[src/rtl/calc_pkg.sv]
// calc_pkg: shared definitions for the calculator key-entry sequencer.
//   - key code constants (digits are 0..9)
//   - operator enum driven on OpCode
//   - sequencer state enum
//   - display source select constants
//   - helpers that classify a key code and map an operator key to an OpCode
package calc_pkg;

  localparam logic [3:0] KEY_ADD = 4'd10;
  localparam logic [3:0] KEY_SUB = 4'd11;
  localparam logic [3:0] KEY_MUL = 4'd12;
  localparam logic [3:0] KEY_DIV = 4'd13;
  localparam logic [3:0] KEY_EQ  = 4'd14;
  localparam logic [3:0] KEY_CLR = 4'd15;

  typedef enum logic [1:0] {
    OP_ADD = 2'd0,
    OP_SUB = 2'd1,
    OP_MUL = 2'd2,
    OP_DIV = 2'd3
  } op_e;

  typedef enum logic [2:0] {
    ST_ENTER_A  = 3'd0,
    ST_ENTER_B  = 3'd1,
    ST_ISSUE    = 3'd2,
    ST_WAIT_RES = 3'd3,
    ST_SHOW_RES = 3'd4
  } state_e;

  localparam logic [1:0] DISP_OPA = 2'd0;
  localparam logic [1:0] DISP_OPB = 2'd1;
  localparam logic [1:0] DISP_RES = 2'd2;

  typedef enum logic [1:0] {
    KC_DIGIT = 2'd0,
    KC_OP    = 2'd1,
    KC_EQ    = 2'd2,
    KC_CLR   = 2'd3
  } key_class_e;

  function automatic key_class_e key_class(input logic [3:0] code);
    if (code <= 4'd9) begin
      return KC_DIGIT;
    end else if (code <= KEY_DIV) begin
      return KC_OP;
    end else if (code == KEY_EQ) begin
      return KC_EQ;
    end else begin
      return KC_CLR;
    end
  endfunction

  function automatic op_e key_to_op(input logic [3:0] code);
    case (code)
      KEY_ADD: return OP_ADD;
      KEY_SUB: return OP_SUB;
      KEY_MUL: return OP_MUL;
      KEY_DIV: return OP_DIV;
      default: return OP_ADD;
    endcase
  endfunction

endpackage

[src/rtl/calc_key_debounce.sv]
// calc_key_debounce: turns the scanner's KeyRead/BCDKey level into a single
// accepted-key strobe per physical press.
//   clk, rst_n      clock, async active-low reset
//   key_read_i      scanner: a key is held
//   key_code_i      scanner key code
//   hold_i          force release-armed (used while the keypad is disabled)
//   key_stb_o       one-cycle strobe on the DEBOUNCE_CYC-th stable cycle
//   key_code_o      code accompanying key_stb_o
// After a strobe (and out of reset) the block is release-armed: it must see
// KeyRead=0 for DEBOUNCE_CYC consecutive cycles before counting a press.
module calc_key_debounce #(
  parameter int DEBOUNCE_CYC = 16
) (
  input  logic       clk,
  input  logic       rst_n,
  input  logic       key_read_i,
  input  logic [3:0] key_code_i,
  input  logic       hold_i,
  output logic       key_stb_o,
  output logic [3:0] key_code_o
);

  localparam int CW = $clog2(DEBOUNCE_CYC);
  localparam logic [CW-1:0] CNT_ZERO = CW'(0);
  localparam logic [CW-1:0] CNT_ONE  = CW'(1);
  localparam logic [CW-1:0] CNT_LAST = CW'(DEBOUNCE_CYC - 1);

  // cnt_q counts qualifying cycles already seen in the current phase
  logic [CW-1:0] cnt_q, cnt_d;
  logic [3:0]    code_q, code_d;
  logic          rel_q, rel_d;

  // Press/release qualification and strobe generation
  always_comb begin
    cnt_d     = cnt_q;
    code_d    = code_q;
    rel_d     = rel_q;
    key_stb_o = 1'b0;
    if (hold_i) begin
      rel_d = 1'b1;
      cnt_d = CNT_ZERO;
    end else if (rel_q) begin
      if (!key_read_i) begin
        if (cnt_q == CNT_LAST) begin
          rel_d = 1'b0;
          cnt_d = CNT_ZERO;
        end else begin
          cnt_d = cnt_q + CNT_ONE;
        end
      end else begin
        cnt_d = CNT_ZERO;
      end
    end else begin
      if (key_read_i) begin
        if ((cnt_q != CNT_ZERO) && (key_code_i != code_q)) begin
          // code changed mid-press: this cycle starts a fresh count
          cnt_d  = CNT_ONE;
          code_d = key_code_i;
        end else if (cnt_q == CNT_LAST) begin
          key_stb_o = 1'b1;
          rel_d     = 1'b1;
          cnt_d     = CNT_ZERO;
        end else begin
          cnt_d  = cnt_q + CNT_ONE;
          code_d = key_code_i;
        end
      end else begin
        cnt_d = CNT_ZERO;
      end
    end
  end

  assign key_code_o = code_q;

  // Debounce state registers
  always_ff @(posedge clk or negedge rst_n) begin
    if (!rst_n) begin
      cnt_q  <= CNT_ZERO;
      code_q <= 4'd0;
      rel_q  <= 1'b1;
    end else begin
      cnt_q  <= cnt_d;
      code_q <= code_d;
      rel_q  <= rel_d;
    end
  end

endmodule

[src/rtl/calc_entry_seq.sv]
// calc_entry_seq: calculator key-entry sequencer.
//   CLK, RESET_N        clock, async active-low reset
//   KeyRead, BCDKey     keypad scanner level inputs
//   EnableKeyb          scanner enable (low while an operation is in flight)
//   OpA, OpB, OpCode    operands (BCD, LS digit in [3:0]) and operator
//   OpValid / OpReady   request handshake toward the arithmetic unit
//   ResValid, ResBCD    result strobe and value
//   DispSel             display source: 0 OpA, 1 OpB, 2 result
//   Err                 one-cycle pulse when a key is rejected
module calc_entry_seq
  import calc_pkg::*;
#(
  parameter int NDIG         = 4,
  parameter int DEBOUNCE_CYC = 16
) (
  input  logic              CLK,
  input  logic              RESET_N,
  input  logic              KeyRead,
  input  logic [3:0]        BCDKey,
  output logic              EnableKeyb,
  output logic [4*NDIG-1:0] OpA,
  output logic [4*NDIG-1:0] OpB,
  output logic [1:0]        OpCode,
  output logic              OpValid,
  input  logic              OpReady,
  input  logic              ResValid,
  input  logic [4*NDIG-1:0] ResBCD,
  output logic [1:0]        DispSel,
  output logic              Err
);

  localparam int W  = 4 * NDIG;
  localparam int CW = $clog2(NDIG + 1);
  localparam logic [CW-1:0] DIG_ZERO = CW'(0);
  localparam logic [CW-1:0] DIG_ONE  = CW'(1);
  localparam logic [CW-1:0] DIG_MAX  = CW'(NDIG);

  function automatic logic [W-1:0] shift_digit(input logic [W-1:0] v, input logic [3:0] d);
    return {v[W-5:0], d};
  endfunction

  state_e        state_q, state_d;
  logic [W-1:0]  opa_q, opa_d, opb_q, opb_d, res_q, res_d;
  op_e           opcode_q, opcode_d;
  logic [CW-1:0] cnta_q, cnta_d, cntb_q, cntb_d;
  logic          err_q, err_d;
  logic [1:0]    disp_q, disp_d;
  logic          opvalid_q, opvalid_d;
  logic          enkb_q, enkb_d;
  logic          clr_s;
  logic          key_stb_s;
  logic [3:0]    key_code_s;
  key_class_e    cls_s;

  calc_key_debounce #(.DEBOUNCE_CYC(DEBOUNCE_CYC)) u_debounce (
    .clk        (CLK),
    .rst_n      (RESET_N),
    .key_read_i (KeyRead),
    .key_code_i (BCDKey),
    .hold_i     (~enkb_q),
    .key_stb_o  (key_stb_s),
    .key_code_o (key_code_s)
  );

  assign cls_s = key_class(key_code_s);

  // Sequencer next-state: key interpretation, handshake and result capture
  always_comb begin
    state_d  = state_q;
    opa_d    = opa_q;
    opb_d    = opb_q;
    res_d    = res_q;
    opcode_d = opcode_q;
    cnta_d   = cnta_q;
    cntb_d   = cntb_q;
    err_d    = 1'b0;
    clr_s    = 1'b0;
    case (state_q)
      ST_ENTER_A: begin
        if (key_stb_s) begin
          case (cls_s)
            KC_DIGIT: begin
              if (cnta_q < DIG_MAX) begin
                opa_d  = shift_digit(opa_q, key_code_s);
                cnta_d = cnta_q + DIG_ONE;
              end else begin
                err_d = 1'b1;
              end
            end
            KC_OP: begin
              opcode_d = key_to_op(key_code_s);
              opb_d    = '0;
              cntb_d   = DIG_ZERO;
              state_d  = ST_ENTER_B;
            end
            KC_CLR:  clr_s = 1'b1;
            default: err_d = 1'b1;
          endcase
        end else begin
          state_d = state_q;
        end
      end
      ST_ENTER_B: begin
        if (key_stb_s) begin
          case (cls_s)
            KC_DIGIT: begin
              if (cntb_q < DIG_MAX) begin
                opb_d  = shift_digit(opb_q, key_code_s);
                cntb_d = cntb_q + DIG_ONE;
              end else begin
                err_d = 1'b1;
              end
            end
            KC_OP: begin
              // operator may only be changed before any B digit is typed
              if (cntb_q == DIG_ZERO) begin
                opcode_d = key_to_op(key_code_s);
              end else begin
                err_d = 1'b1;
              end
            end
            KC_EQ: begin
              if (cntb_q != DIG_ZERO) begin
                state_d = ST_ISSUE;
              end else begin
                err_d = 1'b1;
              end
            end
            KC_CLR:  clr_s = 1'b1;
            default: err_d = 1'b1;
          endcase
        end else begin
          state_d = state_q;
        end
      end
      ST_ISSUE: begin
        if (OpReady) begin
          state_d = ST_WAIT_RES;
        end else begin
          state_d = ST_ISSUE;
        end
      end
      ST_WAIT_RES: begin
        if (ResValid) begin
          res_d   = ResBCD;
          state_d = ST_SHOW_RES;
        end else begin
          state_d = ST_WAIT_RES;
        end
      end
      ST_SHOW_RES: begin
        if (key_stb_s) begin
          case (cls_s)
            KC_DIGIT: begin
              opa_d   = {{(W-4){1'b0}}, key_code_s};
              opb_d   = '0;
              cnta_d  = DIG_ONE;
              cntb_d  = DIG_ZERO;
              state_d = ST_ENTER_A;
            end
            KC_OP: begin
              // chain: the result becomes a full-length operand A
              opa_d    = res_q;
              cnta_d   = DIG_MAX;
              opcode_d = key_to_op(key_code_s);
              opb_d    = '0;
              cntb_d   = DIG_ZERO;
              state_d  = ST_ENTER_B;
            end
            KC_CLR:  clr_s = 1'b1;
            default: err_d = 1'b1;
          endcase
        end else begin
          state_d = state_q;
        end
      end
      default: begin
        state_d = ST_ENTER_A;
      end
    endcase
    if (clr_s) begin
      opa_d    = '0;
      opb_d    = '0;
      res_d    = '0;
      opcode_d = OP_ADD;
      cnta_d   = DIG_ZERO;
      cntb_d   = DIG_ZERO;
      state_d  = ST_ENTER_A;
    end else begin
      err_d = err_d;
    end
  end

  // Output decode from the next state so that outputs come straight from flops
  always_comb begin
    disp_d    = DISP_OPA;
    opvalid_d = 1'b0;
    enkb_d    = 1'b1;
    case (state_d)
      ST_ENTER_A:  disp_d = DISP_OPA;
      ST_ENTER_B:  disp_d = DISP_OPB;
      ST_ISSUE: begin
        disp_d    = DISP_OPB;
        opvalid_d = 1'b1;
        enkb_d    = 1'b0;
      end
      ST_WAIT_RES: begin
        disp_d = DISP_OPB;
        enkb_d = 1'b0;
      end
      ST_SHOW_RES: disp_d = DISP_RES;
      default:     disp_d = DISP_OPA;
    endcase
  end

  // Sequencer state and output registers
  always_ff @(posedge CLK or negedge RESET_N) begin
    if (!RESET_N) begin
      state_q   <= ST_ENTER_A;
      opa_q     <= '0;
      opb_q     <= '0;
      res_q     <= '0;
      opcode_q  <= OP_ADD;
      cnta_q    <= DIG_ZERO;
      cntb_q    <= DIG_ZERO;
      err_q     <= 1'b0;
      disp_q    <= DISP_OPA;
      opvalid_q <= 1'b0;
      enkb_q    <= 1'b1;
    end else begin
      state_q   <= state_d;
      opa_q     <= opa_d;
      opb_q     <= opb_d;
      res_q     <= res_d;
      opcode_q  <= opcode_d;
      cnta_q    <= cnta_d;
      cntb_q    <= cntb_d;
      err_q     <= err_d;
      disp_q    <= disp_d;
      opvalid_q <= opvalid_d;
      enkb_q    <= enkb_d;
    end
  end

  assign OpA        = opa_q;
  assign OpB        = opb_q;
  assign OpCode     = opcode_q;
  assign OpValid    = opvalid_q;
  assign EnableKeyb = enkb_q;
  assign DispSel    = disp_q;
  assign Err        = err_q;

endmodule

[config.mk]
export PLATFORM = sky130hd
export DESIGN_NAME = calc_entry_seq
export DESIGN_NICKNAME = d
export VERILOG_FILES = /design/src/rtl/calc_pkg.sv /design/src/rtl/calc_key_debounce.sv /design/src/rtl/calc_entry_seq.sv
export SDC_FILE = /design/constraint.sdc
export NUM_CORES = 1
export LEC_CHECK = 0
export CORE_MARGIN = 2
export CORE_UTILIZATION = 55
export DETAILED_ROUTE_END_ITERATION = 8
export GPL_ROUTABILITY_DRIVEN = 0
export PLACE_DENSITY = 0.86
export SLEW_MARGIN = 20
export SYNTH_ARGS = -nofsm -noshare
export SYNTH_HDL_FRONTEND = slang
export SYNTH_HIERARCHICAL = 1
export SYNTH_SLANG_ARGS = --single-unit
[constraint.sdc]
create_clock -name CLK -period 7.53 [get_ports CLK]
set_input_delay 1.1295 -clock CLK [delete_from_list [all_inputs] [get_ports CLK]]
set_output_delay 1.1295 -clock CLK [all_outputs]
set_load 0.005 [all_outputs]
**After elaboration in Yosys (flattened, before gate mapping)**

Cells that the tools add are included.

- Flip-flop bits (word level): 73
- Input bits: 25
- Word-level logic and storage cells: 168

- Add/subtract/negate cells: 3
- Order comparisons: 4
- Equality and inequality tests: 32
- Mux-type cells: 91
- Bitwise gates (word level): 1
- Reduce and logical (&&, ||, !) cells: 23

Operators by type and width:

| operator | count |
|---|---|
| $mux W16 | 16 |
| $pmux W16 S2 | 2 |
| $mux W3 | 21 |
| $pmux W16 S3 | 1 |
| $ne A3 B3 Y1 const B | 11 |
| $mux W4 | 8 |
| $mux W1 | 24 |
| $eq A4 B4 Y1 const B | 5 |
| $pmux W3 S2 | 3 |
| $mux W2 | 8 |
| $pmux W3 S5 | 1 |
| $eq A3 B2 Y1 const B | 4 |
| $reduce_and A6 Y1 | 2 |
| $pmux W3 S3 | 1 |
| $reduce_bool A3 Y1 | 3 |
| $reduce_or A3 Y1 | 3 |
| $le A4 B4 Y1 const B | 2 |
| $pmux W2 S2 | 2 |
| $reduce_and A8 Y1 | 1 |
| $reduce_bool A4 Y1 | 2 |
| $reduce_or A2 Y1 | 4 |
| $add A3 B1 Y3 const B | 2 |
| $eq A3 B1 Y1 const B | 2 |
| $eq A3 B3 Y1 const B | 2 |
| other kinds (18) | 24 |

**Logic depth before layout (Yosys ltp)**

Gate-level depths: netlist (run 1).

- Word-level depth: 12
- Gate-level depth with buffers: 9

**Modules after synthesis**

Netlist (run 1), hierarchy kept.

By module, submodules not included:

| module | times used | cells an instance | area each (µm²) | sequential area each (µm²) |
|---|---|---|---|---|
| calc_entry_seq | 1 | 335 | 3,348.2 | 1,602.8 |
| calc_key_debounce | 1 | 48 | 506.7 | 226.5 |

**Worst setup path after synthesis (run 1)**

No wires, ideal clock.

- Kind: input -> register
- Start point: input BCDKey[2]
- End point: register opa_q[10], in the netlist OpA[10]
- Data arrival time: 2.989 ns
- Path slack: 4.416 ns
- Stages on the path: 9
- Cells stage by stage: xnor2_1 nand4_1 or2_1 nor2b_1 nand2b_1 nor3_2 o21a_4 buf_6 mux2_4

- Word-level cells in the longest chain between the ends: 10
- Elaborated cells between the ends (all ways): 16
- Those cells by class: 6 x eq/ne; 7 x mux; 3 x reduce/logical

RTL lines:

| element | line | RTL |
|---|---|---|
| start, declared | calc_entry_seq.sv:19 | `input logic [3:0] BCDKey,` |
| $ne A4 B4 Y1 (*) | calc_key_debounce.sv:55 | `if ((cnt_q != CNT_ZERO) && (key_code_i != code_q)) begin` |
| $logic_and A1 B1 Y1 (*) | calc_key_debounce.sv:55 |  |
| $mux W1 (*) | calc_key_debounce.sv:55 |  |
| $mux W1 (*) | calc_key_debounce.sv:54 | `if (key_read_i) begin` |
| $mux W1 (*) | calc_key_debounce.sv:42 | `end else if (rel_q) begin` |
| $mux W1 (*) | calc_key_debounce.sv:39 | `if (hold_i) begin` |
| net key_stb_s | calc_entry_seq.sv:51 | `logic key_stb_s;` |
| $mux W1 | calc_entry_seq.sv:152 | `if (key_stb_s) begin` |
| $mux W1 | - |  |
| $ne A4 B2 Y1 (no source line), or another cell as far along | - |  |
| $reduce_and A6 Y1 (no source line) | - |  |
| end signal, assigned | calc_entry_seq.sv:232 | `opa_q <= opa_d;` |
| end, declared | calc_entry_seq.sv:43 | `logic [W-1:0] opa_q, opa_d, opb_q, opb_d, res_q, res_d;` |

Mark *: on every way through the listed nets, which the timed path passes. The rest lies on a longest branch.
A chain may end at the register's enable or synchronous reset.

**Worst setup path in the final report (run 1)**

- Start point: input BCDKey[3]
- End point: register opcode_q[1], in the netlist OpCode[1]

- Word-level cells in the longest chain between the ends: 10
- Elaborated cells between the ends (all ways): 16
- Those cells by class: 6 x eq/ne; 7 x mux; 3 x reduce/logical

RTL lines:

| element | line | RTL |
|---|---|---|
| $ne A4 B4 Y1 (*) | calc_key_debounce.sv:55 |  |
| $logic_and A1 B1 Y1 (*) | calc_key_debounce.sv:55 |  |
| $mux W1 (*) | calc_key_debounce.sv:55 |  |
| $mux W1 (*) | calc_key_debounce.sv:54 |  |
| $mux W1 (*) | calc_key_debounce.sv:42 |  |
| $mux W1 (*) | calc_key_debounce.sv:39 |  |
| net key_stb_s | calc_entry_seq.sv:51 |  |
| $mux W1 | calc_entry_seq.sv:152 |  |
| $mux W1 | - |  |
| $ne A3 B3 Y1 (no source line), or another cell as far along | - |  |
| $reduce_and A6 Y1 (no source line) | - |  |
| end signal, assigned | calc_entry_seq.sv:235 | `opcode_q <= opcode_d;` |
| end, declared | calc_entry_seq.sv:44 | `op_e opcode_q, opcode_d;` |

Marked as above.

==> reports/metrics.cfg, run 1 <==
[timing]
slew_headroom_pct=34.7
period_minus_slack_ps=3950
hold_viol=0
skew_ps=9.38
rsz0062_at_grt=no
worst_pin_slew_ps=975
fmax_mhz=253
fin_setup_tns_ps=0
setup_slack_ps=3580
timing.final.crit_share_pct=52.5
setup_viol=0
slew_violations=0
hold_slack_ps=516

[cts]
cts_htree_levels=3
ctsHoldBuffers=0
clk_pin_slew_ps=70
clock_latency_ps=340
cts_tree=yes
cts_resized=0
cts_sinks=73
clockBufferDepth=2
cts-root-buf=clkbuf_8
postCtsSetupRepairBufs=0
cts_buffers=9

[outcome]
status=finished clean

[worst_setup_path]
cp_cell_sequence=clkdlybuf4s50_1, xnor2_1, nand4_1, or2_1, nor2b_1, nor2b_1, nand2_1, a311oi_1, mux2_2
critical_path_class=in -> reg
critPathArrivalTime_ps=4180
worstPathRequired_ps=7760
start_kind=input port
crit_top_cell=nor2b_1
slowest_delay_ps=500
cp-end-kind=flop
cp_slowest_cell=a311oi_1
cp_max_fo=21

[route]
vias=3045
drtPass1Iterations=4
vias_per_cell=5.65
drt_iter0_drc=190
ant_nets=0
drc_errors=0
finalWirelength_um=8150
wl_per_cell_um=15.1

[floorplanning]
start_util_pct=56.7
ios=64
core_area_mm2=0.00679
die_h_um=87.7
rows=30
die_w_um=87.7
dieArea_mm2=0.00769

[power]
vdd_drop_max_mv=0.132
cellLeakagePower_nw=1.91
powerDensity_mw_per_mm2=175

[min_path]
hold_class=reg -> reg

[finish]
diodes=0
final_common_cell=dfrtp_1
layout-drive-gt1-share_pct=14.2
layout_common_cells=dfrtp_1 (71), nand2_1 (62), clkdlybuf4s50_1 (62), inv_1 (27), o21ai_0 (24)
num-nets-final=469
areaGrowthSynthToFinish_pct=21.7

[logic_synthesis]
synth.area.top_cells=dfrtp_1 (46%), nand2_1 (6.0%), mux2_4 (3.5%), o211ai_1 (3.5%), a22o_2 (3.1%)
synth.ff_latch_count=73
synthCells=383
async_flop_share_pct=100
synth_cell_type_count=60
synth_nets=413
synth_warnings=6
synth_area_per_cell_um2=10.1
ys.flop_type=dfrtp_1
synth_edf_count=0
synth_top_area_share_pct=46.1
syn_area_mm2=0.00385
synth_top_cell_by_area=dfrtp_1
ys_seq_area_share_pct=47.5

[global_route]
antenna_found_initial=0
first_global_vias=3093
grt_pass1_wl_um=14000
grt_max_degree=74
grtUsageTotal_pct=22.8
overflow=0

[placed_design]
port_buffers=63
dp_hpwl_um=5590
place_ws_ps=3260

[flow_run]
cap_violations=0

[power breakdown]
group | total, mW | switching (mW) | internal [mW]
clock network | 0.305 | 0.135 | 0.170
logic | 0.0938 | 0.0518 | 0.0419
registers | 0.421 | 0.0214 | 0.400
total | 0.820 | 0.208 | 0.611
[layout make-up]
type | instances | area [um2]
clock inverters | 2 | 37.5
clock buffers | 13 | 159
repair buffers | 65 | 643
flip-flops and latches | 73 | 1830
multi-input cells | 263 | 1800
fillers | 527 | 2100
inverters | 27 | 101
well taps | 96 | 120
[state kept, by name (all words and copies together), names as in the netlist]
| name | cells |
|---|---|
| Err | 1 |
| res_q | 16 |
| u_debounce/rel_q | 1 |
| cnta_q | 3 |
| u_debounce/key_code_o | 4 |
| u_debounce/cnt_q | 4 |
| OpA | 16 |
| OpValid | 1 |
| DispSel | 2 |
| OpB | 16 |
| OpCode | 2 |
| state_q | 3 |
| EnableKeyb | 1 |
| cntb_q | 3 |
[routing by layer]
layer	GRT usage (%)	vias up	part of all wire [%]
met2	35.1	80	47
met3	3.86	16	4.4
met1	31.8	1486	47
met4	10.2	0	1.6
met5	0	-	0
li1	-	1463	-
[worst max-delay path: cells and delay by family]
kind            cells  cell delay (ps)
simple gates        5             1550
buf+inv             1              490
compound gates      1              500
xor+xnor            1              130
mux                 1              380
[worst paths after layout]
check / from / endpoint / slack [ps] / cells past startpoint
worst max-delay path: BCDKey[3] / OpCode[1] / 3580 / 9
worst min-delay path: OpA[12] / OpA[12] / 520 / 1
worst max register to register: u_debounce/key_code_o[2] / OpCode[1] / 4060 / 8
worst min register to register: OpA[12] / OpA[12] / 520 / 1
max in group asynchronous: RESET_N / OpA[0] / 6040 / 1
min in group asynchronous: RESET_N / u_debounce/cnt_q[1] / 900 / 1
[synth_stat cells (3+ instances only)]
cell / instances
o31ai_1: 4
dfrtp_1: 71
mux2_4: 9
xnor2_1: 5
ha_1: 5
nor3b_1: 3
a21oi_1: 21
mux2i_1: 4
o211ai_1: 18
nor2_1: 12
clkbuf_1: 6
o21ai_0: 24
a22o_2: 12
nor2b_1: 7
nor3_1: 4
o2bb2ai_1: 5
inv_1: 27
mux2_2: 8
and3_1: 5
buf_6: 4
nand2_1: 62
nand4_1: 4
a31oi_1: 5
buf_2: 8
nand3_1: 4
[per-stage QoR]
| step | area, um2 | power, mW | instances | util (%) |
|---|---|---|---|---|
| CTS | 4690 | 0.824 | 539 | 69.1 |
| global placement | 4500 | 0.518 | 524 | 66.2 |
| detailed placement | 4500 | 0.521 | 524 | 66.2 |
| floorplan | 3850 | 0.487 | 383 | - |
| finish | 4690 | 0.820 | 539 | 69.1 |
| global route | 4690 | 0.854 | 539 | 69.1 |
[cell families after synthesis]
family	Yosys count	synth area share [%]
AO/OA/AOI/OAI	107	19.6
XOR/XNOR	7	1.59
adder cells (fa/ha/maj)	5	1.62
buffers and inverters	47	5.81
flip-flops	73	47.5
multiplexers	23	7.47
AND/OR/NAND/NOR	121	16.5
Note: power is estimated with default switching activity, not from simulation.
==> run 2, diff against run 1 <==
CORE_UTILIZATION = 53   (was 55)
PLACE_DENSITY = 0.84   (was 0.86)
clock period = 3.65 ns   (was 7.53 ns; I/O delays follow)
==> reports/metrics.cfg, run 2 (synthesis results as in run 1) <==
[min_path]
hold_class=in -> async

[timing]
setup_slack_ps=564  ; -3010 ps
slew_violations=0  ; unchanged
skew_ps=12.6  ; +3.23 ps
timing.final.crit_share_pct=84.5
setup_viol=0  ; unchanged
fin_setup_tns_ps=0  ; unchanged
hold_viol=0  ; unchanged
worst_pin_slew_ps=905  ; -69.4 ps
fmax_mhz=324
slew_headroom_pct=39.6  ; +4.9 points
rsz0062_at_grt=no
period_minus_slack_ps=3090

[cts]
cts_resized=0  ; unchanged
clock_latency_ps=350  ; about the same
cts_sinks=73  ; unchanged
cts_htree_levels=3  ; unchanged
cts_tree=yes
clk_pin_slew_ps=80  ; about the same
ctsHoldBuffers=0  ; unchanged
clockBufferDepth=2  ; unchanged
cts-root-buf=clkbuf_8
postCtsSetupRepairBufs=0  ; unchanged
cts_buffers=9  ; unchanged

[global_route]
grt_max_degree=74  ; unchanged
grt_busiest_layer=met2
overflow=0  ; unchanged
grt_util_met3_pct=4.25  ; +0.38 points
first_global_vias=3112  ; +0.61%
antenna_found_initial=0  ; unchanged
grt_pass1_wl_um=14500  ; +4.1%
grtUsageMet2_pct=36.2  ; +1.0 points
met1_usage_pct=32.6  ; +0.73 points
grtUsageTotal_pct=23.5  ; +0.74 points

[worst_setup_path]
cp_cell_sequence=xnor2_1, nand4_1, or2_1, nor2b_1, nand2b_1, nor3_2, buf_4, o21ai_0, o2bb2ai_1
critical_path_class=reg -> reg
critPathLaunch=u_debounce/key_code_o[2]
cp_num_buf_inv=1  ; unchanged
critPathArrivalTime_ps=3310  ; -870 ps
slowest_delay_ps=720  ; +220 ps
cp-end-kind=flop
cp_max_fo=20  ; -4.8%
cp_top_family=simple AND/OR/NAND/NOR gates
reg2reg_from=u_debounce/key_code_o[2]
start_kind=flop
worstPathRequired_ps=3880  ; -3880 ps
cp_slowest_cell=dfrtp_1

[route]
ant_nets=0  ; unchanged
finalWirelength_um=8710  ; +6.8%
vias_per_cell=5.78  ; +2.4%
drtPass1Iterations=7  ; +3
wl_per_cell_um=15.9  ; +5.0%
vias=3170  ; +4.1%
drc_errors=0  ; unchanged
drt_iter0_drc=308  ; +62%

[finish]
layout-drive-gt1-share_pct=15.8  ; +1.6 points
fillCellCount=569  ; +8.0%
diodes=0  ; unchanged
layout_common_cells=dfrtp_1 (71), nand2_1 (62), clkdlybuf4s50_1 (62), inv_1 (27), o21ai_0 (24)
multiInputGateArea_mm2=0.00180  ; unchanged
regArea_mm2=0.00183  ; unchanged
areaGrowthSynthToFinish_pct=23.3
num-nets-final=474  ; +1.1%
final_common_cell=dfrtp_1

[floorplanning]
rows=31  ; +3.3%
dieArea_mm2=0.00797  ; +3.6%
die_h_um=89.3  ; +1.8%
core_area_mm2=0.00714  ; +5.0%
die_w_um=89.3  ; +1.8%
ios=64  ; unchanged
start_util_pct=54.0  ; -2.7 points

[placed_design]
place_ws_ps=342  ; -2920 ps
dp_hpwl_um=5890  ; +5.4%
port_buffers=63  ; unchanged

[outcome]
status=finished clean

[power]
cellLeakagePower_nw=1.95  ; +1.9%
vdd_drop_max_mv=0.206  ; +56%
powerDensity_mw_per_mm2=370  ; +110%
power.total_mw=1.76  ; +110%

[flow_run]
cap_violations=0  ; unchanged

## run 2: worst reg2reg max path: stages, from the launching register on
cell	delay (ps)
dfrtp_1	720
xnor2_1	190
nand4_1	200
or2_1	290
nor2b_1	330
nand2b_1	210
nor3_2	290
buf_4	300
o21ai_0	250
o2bb2ai_1	200
## run 2: final cells by class
cell class	instances	area share, %
Tap cell	99	2.61
Inverter	27	2.13
Clock buffer	9	2.61
Clock inverter	7	2.00
Sequential cell	73	38.5
Multi-Input combinational cell	263	37.9
Timing Repair Buffer	70	14.3
## run 2: metal layers
| metal | up-vias | part of all wire (%) |
|---|---|---|
| met1 | 1550 | 43 |
| met2 | 121 | 50 |
| li1 | 1474 | - |
| met4 | 0 | 2.2 |
| met5 | - | 0 |
| met3 | 25 | 5.0 |
## run 2: path summary, 6_finish.rpt
path / depth (start not counted) / to / slack [ps]
min in group CLK: 1 / OpA[15] / 520
worst min register to register: 1 / OpA[15] / 520
worst max-delay path: 9 / OpA[2] / 560
max in group asynchronous: 2 / cntb_q[2] / 2650
worst min-delay path: 2 / OpA[13] / 400
worst max register to register: 9 / OpA[2] / 560
## run 2: stage by stage
stage          cells  area (um2)  hold slack [ps]  utilization [%]
2_1_floorplan    383        3850              252                -
3_3_place_gp     532        4530              501             63.5
3_5_place_dp     532        4530              502             63.5
4_1_cts          548        4750              431             66.6
5_1_grt          548        4750              480             66.6
6_report         548        4750              396             66.6
## run 2: power by group
group          switching, mW  internal [mW]
clock network          0.307          0.384
logic                  0.126         0.0914
registers             0.0270          0.825
total                  0.459           1.30
